[src/rtl/reg_file_scoreboard_if.sv]
// rtl/reg_file_scoreboard_if.sv - decode/write-back bus of the register file scoreboard
//
// Groups every non-clock, non-reset signal of reg_file_scoreboard.
//   master : pipeline side (decode issues, write-back stage writes, reads RD/STALL)
//   slave  : the register file scoreboard itself
// Signals:
//   RA1/RA2, USE1/USE2       read addresses and "operand actually used" qualifiers
//   RD1/RD2                  forwarded read data
//   ISSUE/ISSUE_WE/ISSUE_WA  issuing instruction and its destination
//   STALL                    issue refused this cycle
//   WB_EN/WB_WA/WB_WD        write-back port
//   BUSY_CNT/WB_ERR          pending-write population and sticky stray-write-back flag
interface reg_file_scoreboard_if #(
    parameter int DW = 32
);
    logic [4:0]    RA1;
    logic [4:0]    RA2;
    logic [DW-1:0] RD1;
    logic [DW-1:0] RD2;
    logic          USE1;
    logic          USE2;
    logic          ISSUE;
    logic          ISSUE_WE;
    logic [4:0]    ISSUE_WA;
    logic          STALL;
    logic          WB_EN;
    logic [4:0]    WB_WA;
    logic [DW-1:0] WB_WD;
    logic [5:0]    BUSY_CNT;
    logic          WB_ERR;

    modport master (
        output RA1, RA2, USE1, USE2, ISSUE, ISSUE_WE, ISSUE_WA,
        output WB_EN, WB_WA, WB_WD,
        input  RD1, RD2, STALL, BUSY_CNT, WB_ERR
    );

    modport slave (
        input  RA1, RA2, USE1, USE2, ISSUE, ISSUE_WE, ISSUE_WA,
        input  WB_EN, WB_WA, WB_WD,
        output RD1, RD2, STALL, BUSY_CNT, WB_ERR
    );
endinterface

[src/rtl/reg_file_scoreboard.sv]
// rtl/reg_file_scoreboard.sv - MIPS register file with pending-write scoreboard
//
// Two combinational forwarded read ports, one write-back port, and a per-register
// busy bit set when a writing instruction issues and cleared when its write-back
// arrives. STALL refuses an issue whose sources (RAW) or destination (WAW) are
// still pending. A write-back in the current cycle resolves the hazard in that
// same cycle via forwarding.
// Ports:
//   CLK   clock, all state on the rising edge
//   RSTN  asynchronous active-low reset
//   bus   reg_file_scoreboard_if.slave (reads, issue, write-back, status)
module reg_file_scoreboard #(
    parameter int DW   = 32,
    parameter int NREG = 32
) (
    input  logic                 CLK,
    input  logic                 RSTN,
    reg_file_scoreboard_if.slave bus
);

    // Entry 0 exists only to keep indexing uniform; it is never written and
    // resets to zero, so it behaves as no storage.
    logic [DW-1:0]   regs_q [0:NREG-1];
    logic [DW-1:0]   regs_d [0:NREG-1];
    logic [NREG-1:0] busy_q;
    logic [NREG-1:0] busy_d;
    logic [5:0]      busy_cnt_q;
    logic [5:0]      busy_cnt_d;
    logic            wb_err_q;
    logic            wb_err_d;

    logic            wb_any;
    logic [NREG-1:0] wb_dec;
    logic [NREG-1:0] busy_eff;
    logic            stall;
    logic            set_any;
    logic [NREG-1:0] set_dec;
    logic            cnt_inc;
    logic            cnt_dec;
    logic [DW-1:0]   rd1;
    logic [DW-1:0]   rd2;

    // Write-back hit decode; writes to $0 are discarded and never match.
    always_comb begin
        wb_any = bus.WB_EN && (bus.WB_WA != 5'd0);
        wb_dec = '0;
        if (wb_any) begin
            wb_dec[bus.WB_WA] = 1'b1;
        end
    end

    // A same-cycle write-back hides the busy bit it is about to clear.
    assign busy_eff = busy_q & ~wb_dec;

    always_comb begin
        stall = bus.ISSUE && ((bus.USE1     && busy_eff[bus.RA1]) ||
                              (bus.USE2     && busy_eff[bus.RA2]) ||
                              (bus.ISSUE_WE && busy_eff[bus.ISSUE_WA]));
    end

    always_comb begin
        set_any = bus.ISSUE && !stall && bus.ISSUE_WE && (bus.ISSUE_WA != 5'd0);
        set_dec = '0;
        if (set_any) begin
            set_dec[bus.ISSUE_WA] = 1'b1;
        end
    end

    // Read ports with same-cycle write-back forwarding.
    always_comb begin
        if (bus.RA1 == 5'd0) begin
            rd1 = '0;
        end else if (wb_dec[bus.RA1]) begin
            rd1 = bus.WB_WD;
        end else begin
            rd1 = regs_q[bus.RA1];
        end
        if (bus.RA2 == 5'd0) begin
            rd2 = '0;
        end else if (wb_dec[bus.RA2]) begin
            rd2 = bus.WB_WD;
        end else begin
            rd2 = regs_q[bus.RA2];
        end
    end

    always_comb begin
        regs_d = regs_q;
        if (wb_any) begin
            regs_d[bus.WB_WA] = bus.WB_WD;
        end
        regs_d[0] = '0;
    end

    // Set wins over a same-cycle clear of the same register.
    assign busy_d = (busy_q & ~wb_dec) | set_dec;

    // Incremental population count. An accepted set can only target a register
    // that is busy when the same cycle also writes it back; that pair nets to 0,
    // which both terms below reflect (no increment, no decrement).
    always_comb begin
        cnt_inc    = set_any && !busy_q[bus.ISSUE_WA];
        cnt_dec    = wb_any && busy_q[bus.WB_WA] && !set_dec[bus.WB_WA];
        busy_cnt_d = busy_cnt_q + {5'd0, cnt_inc} - {5'd0, cnt_dec};
    end

    // Data is still written on a stray write-back; only the flag records it.
    assign wb_err_d = wb_err_q || (wb_any && !busy_q[bus.WB_WA]);

    always_ff @(posedge CLK or negedge RSTN) begin
        if (!RSTN) begin
            for (int i = 0; i < NREG; i++) begin
                regs_q[i] <= '0;
            end
            busy_q     <= '0;
            busy_cnt_q <= '0;
            wb_err_q   <= 1'b0;
        end else begin
            regs_q     <= regs_d;
            busy_q     <= busy_d;
            busy_cnt_q <= busy_cnt_d;
            wb_err_q   <= wb_err_d;
        end
    end

    assign bus.RD1      = rd1;
    assign bus.RD2      = rd2;
    assign bus.STALL    = stall;
    assign bus.BUSY_CNT = busy_cnt_q;
    assign bus.WB_ERR   = wb_err_q;

endmodule

[src/flat_wrapper.sv]
// flat-port wrapper written by rule: the top's interface ports become plain ports
module reg_file_scoreboard_flat 
#(
    parameter int DW   = 32,
    parameter int NREG = 32
)
  (CLK, RSTN, bus_RA1, bus_RA2, bus_USE1, bus_USE2, bus_ISSUE, bus_ISSUE_WE, bus_ISSUE_WA, bus_WB_EN, bus_WB_WA, bus_WB_WD, bus_RD1, bus_RD2, bus_STALL, bus_BUSY_CNT, bus_WB_ERR);
  reg_file_scoreboard_if #(.DW(DW)) bus_i ();
  input  logic CLK;
  input  logic RSTN;
  input wire logic [$bits(bus_i.RA1)-1:0] bus_RA1;
  input wire logic [$bits(bus_i.RA2)-1:0] bus_RA2;
  input wire logic [$bits(bus_i.USE1)-1:0] bus_USE1;
  input wire logic [$bits(bus_i.USE2)-1:0] bus_USE2;
  input wire logic [$bits(bus_i.ISSUE)-1:0] bus_ISSUE;
  input wire logic [$bits(bus_i.ISSUE_WE)-1:0] bus_ISSUE_WE;
  input wire logic [$bits(bus_i.ISSUE_WA)-1:0] bus_ISSUE_WA;
  input wire logic [$bits(bus_i.WB_EN)-1:0] bus_WB_EN;
  input wire logic [$bits(bus_i.WB_WA)-1:0] bus_WB_WA;
  input wire logic [$bits(bus_i.WB_WD)-1:0] bus_WB_WD;
  output wire logic [$bits(bus_i.RD1)-1:0] bus_RD1;
  output wire logic [$bits(bus_i.RD2)-1:0] bus_RD2;
  output wire logic [$bits(bus_i.STALL)-1:0] bus_STALL;
  output wire logic [$bits(bus_i.BUSY_CNT)-1:0] bus_BUSY_CNT;
  output wire logic [$bits(bus_i.WB_ERR)-1:0] bus_WB_ERR;
  assign bus_i.RA1 = bus_RA1;
  assign bus_i.RA2 = bus_RA2;
  assign bus_i.USE1 = bus_USE1;
  assign bus_i.USE2 = bus_USE2;
  assign bus_i.ISSUE = bus_ISSUE;
  assign bus_i.ISSUE_WE = bus_ISSUE_WE;
  assign bus_i.ISSUE_WA = bus_ISSUE_WA;
  assign bus_i.WB_EN = bus_WB_EN;
  assign bus_i.WB_WA = bus_WB_WA;
  assign bus_i.WB_WD = bus_WB_WD;
  assign bus_RD1 = bus_i.RD1;
  assign bus_RD2 = bus_i.RD2;
  assign bus_STALL = bus_i.STALL;
  assign bus_BUSY_CNT = bus_i.BUSY_CNT;
  assign bus_WB_ERR = bus_i.WB_ERR;
  reg_file_scoreboard #(.DW(DW), .NREG(NREG)) u_core (.CLK(CLK), .RSTN(RSTN), .bus(bus_i));
endmodule
[config.mk]
export PLATFORM = sky130hd
export DESIGN_NAME = reg_file_scoreboard_flat
export DESIGN_NICKNAME = d
export VERILOG_FILES = /design/src/rtl/reg_file_scoreboard_if.sv /design/src/rtl/reg_file_scoreboard.sv /design/src/flat_wrapper.sv
export SDC_FILE = /design/constraint.sdc
export NUM_CORES = 2
export LEC_CHECK = 0
export ABC_CLOCK_PERIOD_IN_PS = 6280
export CAP_MARGIN = 5
export CORE_MARGIN = 3
export CORE_UTILIZATION = 30
export DETAILED_ROUTE_END_ITERATION = 7
export GPL_TIMING_DRIVEN = 0
export MAX_ROUTING_LAYER = met4
export SYNTH_ARGS = -nofsm -noshare
export SYNTH_HDL_FRONTEND = slang
export SYNTH_SLANG_ARGS = --single-unit
[constraint.sdc]
create_clock -name CLK -period 6.28 [get_ports CLK]
set_input_delay 1.256 -clock CLK [delete_from_list [all_inputs] [get_ports CLK]]
set_output_delay 1.256 -clock CLK [all_outputs]
set_load 0.05 [all_outputs]
==> summary.md <==
| Metric | Value |
|---|---|
| Dpl hpwl | 159,000 um |
| Pin count of the biggest net entering global routing | 174 |
| Input/output buffers | 124 |
| Detailed Route Iter0 Violations | 4,884 |
| Synth-to-layout area growth | 16.3% |
| Vias in the first global route | 39.9k |
| Share of the synthesized area in the top cell type | 45.2% |
| Setup crit end | bus_RD1[5] |
| Dpl ws | -1980 ps |
| Final slew viol count | 0 |
| I/O pins | 131 |
| Met3 Use GR | 7.09% |
| Fmax | 159 MHz |
| Starting density of the core | 30.3% |
| Setup-failing EPs final | 1 |
| CP most frequent cell | buf_4 |
| Min Tclk post-route | 6290 ps |
| Worst R2R Setup Slack | 2500 ps |
| RSZ-0062 raised after global routing | yes |
| Total gr overflow | 0 |
| Distinct cells, synth | 73 |
| CORE AREA | 188,000 sq um |
| CTS root buffer | clkbuf_16 |
| Initial antenna violation count | 12 |
| Crit start category | input port |
| R2r endpoint | u_core.bus.BUSY_CNT[4]$_DFF_PN0_ |
| Placed cell areas | 61,900 sq um |
| Via count | 39.7k |
| Pleak | 27.6 nW |
| Mapped Area | 57,100 sq um |
| Final core utilization | 35.2% |
| Final WS setup | -6.52 ps |
| Synthesized netlist net count | 3,924 |
| Drt total wl | 224,000 um |
| TritonCTS buffer count | 117 |
| Status | finished, violations left |
| Cell area power density | 324 nW/um^2 |
| CP Class | input port to output port |
| Hold Crit Class | input port to async pin |
| GR Util met1 | 27.2% |
| CP startpoint | bus_WB_WA[3] |
| DRC viols | 0 |
| Clock Tree Buf Depth | 3 |
| Grt met2 use | 34.6% |
| Seq/Total Area, Yosys | 45.2% |
| Die Height | 442 um |
| DR WL/cell | 33.2 um |
| Worst r2r src | u_core.busy_q[5]$_DFF_PN0_ |
| Crit share post-route | 100% |
| Asr flop ratio synth | 100% |
| VDD IR max | 234 uV |
| Worst Tran Pin Value | 1480 ps |
| Die Wd | 442 um |
| Post-synth EDFFs | 0 |
| Post-Synthesis Cells | 3,858 |
| Worst slew margin | 1.21% |
| Routability cong. | 0.939 |
| CTS clock-pin slew for the worst setup and hold paths | 60 ps |
| Syn_area_per_cell | 14.8 sq um |
| Vias/cell | 5.90 |
| TritonCTS clock tree | yes |
| Req. time, crit path | 5020 ps |
| Clk sinks | 1,031 |
| Crit path largest cell delay | 630 ps |
| Clk_lat worst skew | 740 ps |
| Design Area, Final | 66,400 sq um |
| Routed Antenna Nets | 0 |
| Total Power | 0.0215 W |
| Main flop type after synthesis | dfrtp_1 |
| Worst Clk Skew | 9.67 ps |
| Total Routing Usage GR | 23.1% |
| Std-Cell Rows | 159 |
| R2R cell count | 14 |
| Global-route wire length before repair | 311,000 um |
| Failing checks | max-capacitance violations, negative setup slack |
| Area contributors post-synth | dfrtp_1, mux4_2, mux2_2 |
| Post-synth top area cell | dfrtp_1 |
| Max cap viols | 1 |
| Endpoints failing hold | 0 |
| H-tree lvl count | 3 |
| CP arrival | 5030 ps |
| Share of post-route cells with drive strength above 1 | 48.7% |
| Critical Path, Cell by Cell | clkdlybuf4s50_1 > buf_2 > or4b_1 > or3_1 > a21oi_1 > o311ai_0 > a22oi_2 > buf_12 > buf_4 > buf_4 > nand2_1 > o21ai_1 > clkbuf_4 |
| Most used routing layer | met2 |
| Final nets | 4,190 |
| Critical Path Slowest Stage Cell | or4b_1 |
| Synth warn | 0 |
| Synth Register Bits | 1,031 |
| Crit path max fanout | 10 |
| Worst setup EP type | output port |
| Full die area | 196,000 sq um |
| TritonRoute pass-1 iters | 8 |
==> kinds of logic after synthesis <==
family          after synthesis  synth area share, %
fa+ha+maj                     7                0.167
simple gates                399                 3.18
compound gates              273                 3.10
xor+xnor                     17                0.261
flops                      1031                 45.2
buf+inv                     434                 2.99
mux                        1697                 45.1
==> sequential cells by signal, indices dropped and copies added, names as in the netlist <==
signal and count:
u_core.bus.BUSY_CNT 6, u_core.busy_q 32, u_core.regs_q 992, u_core.bus.WB_ERR 1
==> cells in the final DEF, fill, tap and decap left out, drive strengths merged, types with 39 or more instances in the layout <==
cell and n:
buf 181, nand2 237, mux2i 102, o21ai 150, mux2 995, clkbuf 464
nor2 39, mux4 600, dfrtp 1031, clkdlybuf4s50 58
==> timing repair <==
action,4_1_cts,5_1_grt
pin swaps,1,0
hold endpoints to repair,0,0
gates resized for setup,448,103
endpoints found under the setup margin,65,46
setup buffers,3,0
hold buffers,0,0
==> power breakdown <==
part	total, W	switching [W]	internal (W)	leakage, nW
Clock	0.00716	0.00298	0.00417	1.94
Sequential	0.00893	0.000976	0.00796	13.2
Combinational	0.00543	0.00261	0.00282	12.5
Total	0.0215	0.00657	0.0149	27.6
==> critical path, delay by kind of cell <==
kind            cells  cell delay, ps
simple gates        3            1080
compound gates      4             940
buf+inv             6            1740
==> layout make-up <==
cell class | instances | area (sq um)
clock inverter | 38 | 524
sequential | 1031 | 25800
inverter | 23 | 86.3
antenna | 16 | 40.0
timing repair buffer | 147 | 1540
clock buffer | 180 | 3440
multi-input combinational | 2393 | 29700
buffer | 411 | 2150
tap | 2495 | 3120
fill | 17996 | 122000
==> cells in the mapped netlist (9+ instances only) <==
master,number
a22o_1,33
mux4_2,600
dfrtp_1,1031
buf_1,95
o2111ai_1,9
mux2i_1,102
nor2_1,39
or3_1,12
nand2_1,237
xnor2_1,12
nor3_1,26
inv_1,21
buf_2,47
nand3_1,34
o21ai_0,146
mux2_2,995
o31ai_1,14
nor2b_1,9
clkbuf_1,265
==> stage by stage <==
stage          instances  TNS [ps]  hold WS, ps
2_1_floorplan       3858         0          459
3_3_place_gp        6477         -          468
3_5_place_dp        6497    -91040          467
4_1_cts             6718     -1.98          288
5_1_grt             6728     -34.6          321
6_report            6734     -6.52          343
==> per-layer routing <==
metal  vias up  routed length [um]  part of all wire, %
li1      15478                   -                    -
met1     21347               83500                   37
met2      2258              102000                   46
met3       639               22800                   10
met4         0               15700                  7.0
met5         -                   0                    0
==> worst min path at each step <==
stage	slack [ps]	from	end	cells after the start
after global placement	470	u_core.bus.WB_ERR$_DFF_PN0_	u_core.bus.WB_ERR$_DFF_PN0_	1
after detailed placement	470	u_core.bus.WB_ERR$_DFF_PN0_	u_core.bus.WB_ERR$_DFF_PN0_	1
after floorplan	460	u_core.regs_q[705]$_DFFE_PN0P_	u_core.regs_q[705]$_DFFE_PN0P_	2
after global routing	320	RSTN	u_core.bus.BUSY_CNT[1]$_DFF_PN0_	1
final	340	RSTN	u_core.bus.BUSY_CNT[1]$_DFF_PN0_	1
after CTS	290	RSTN	u_core.bus.BUSY_CNT[2]$_DFF_PN0_	1
(Power assumes the default switching activity.)
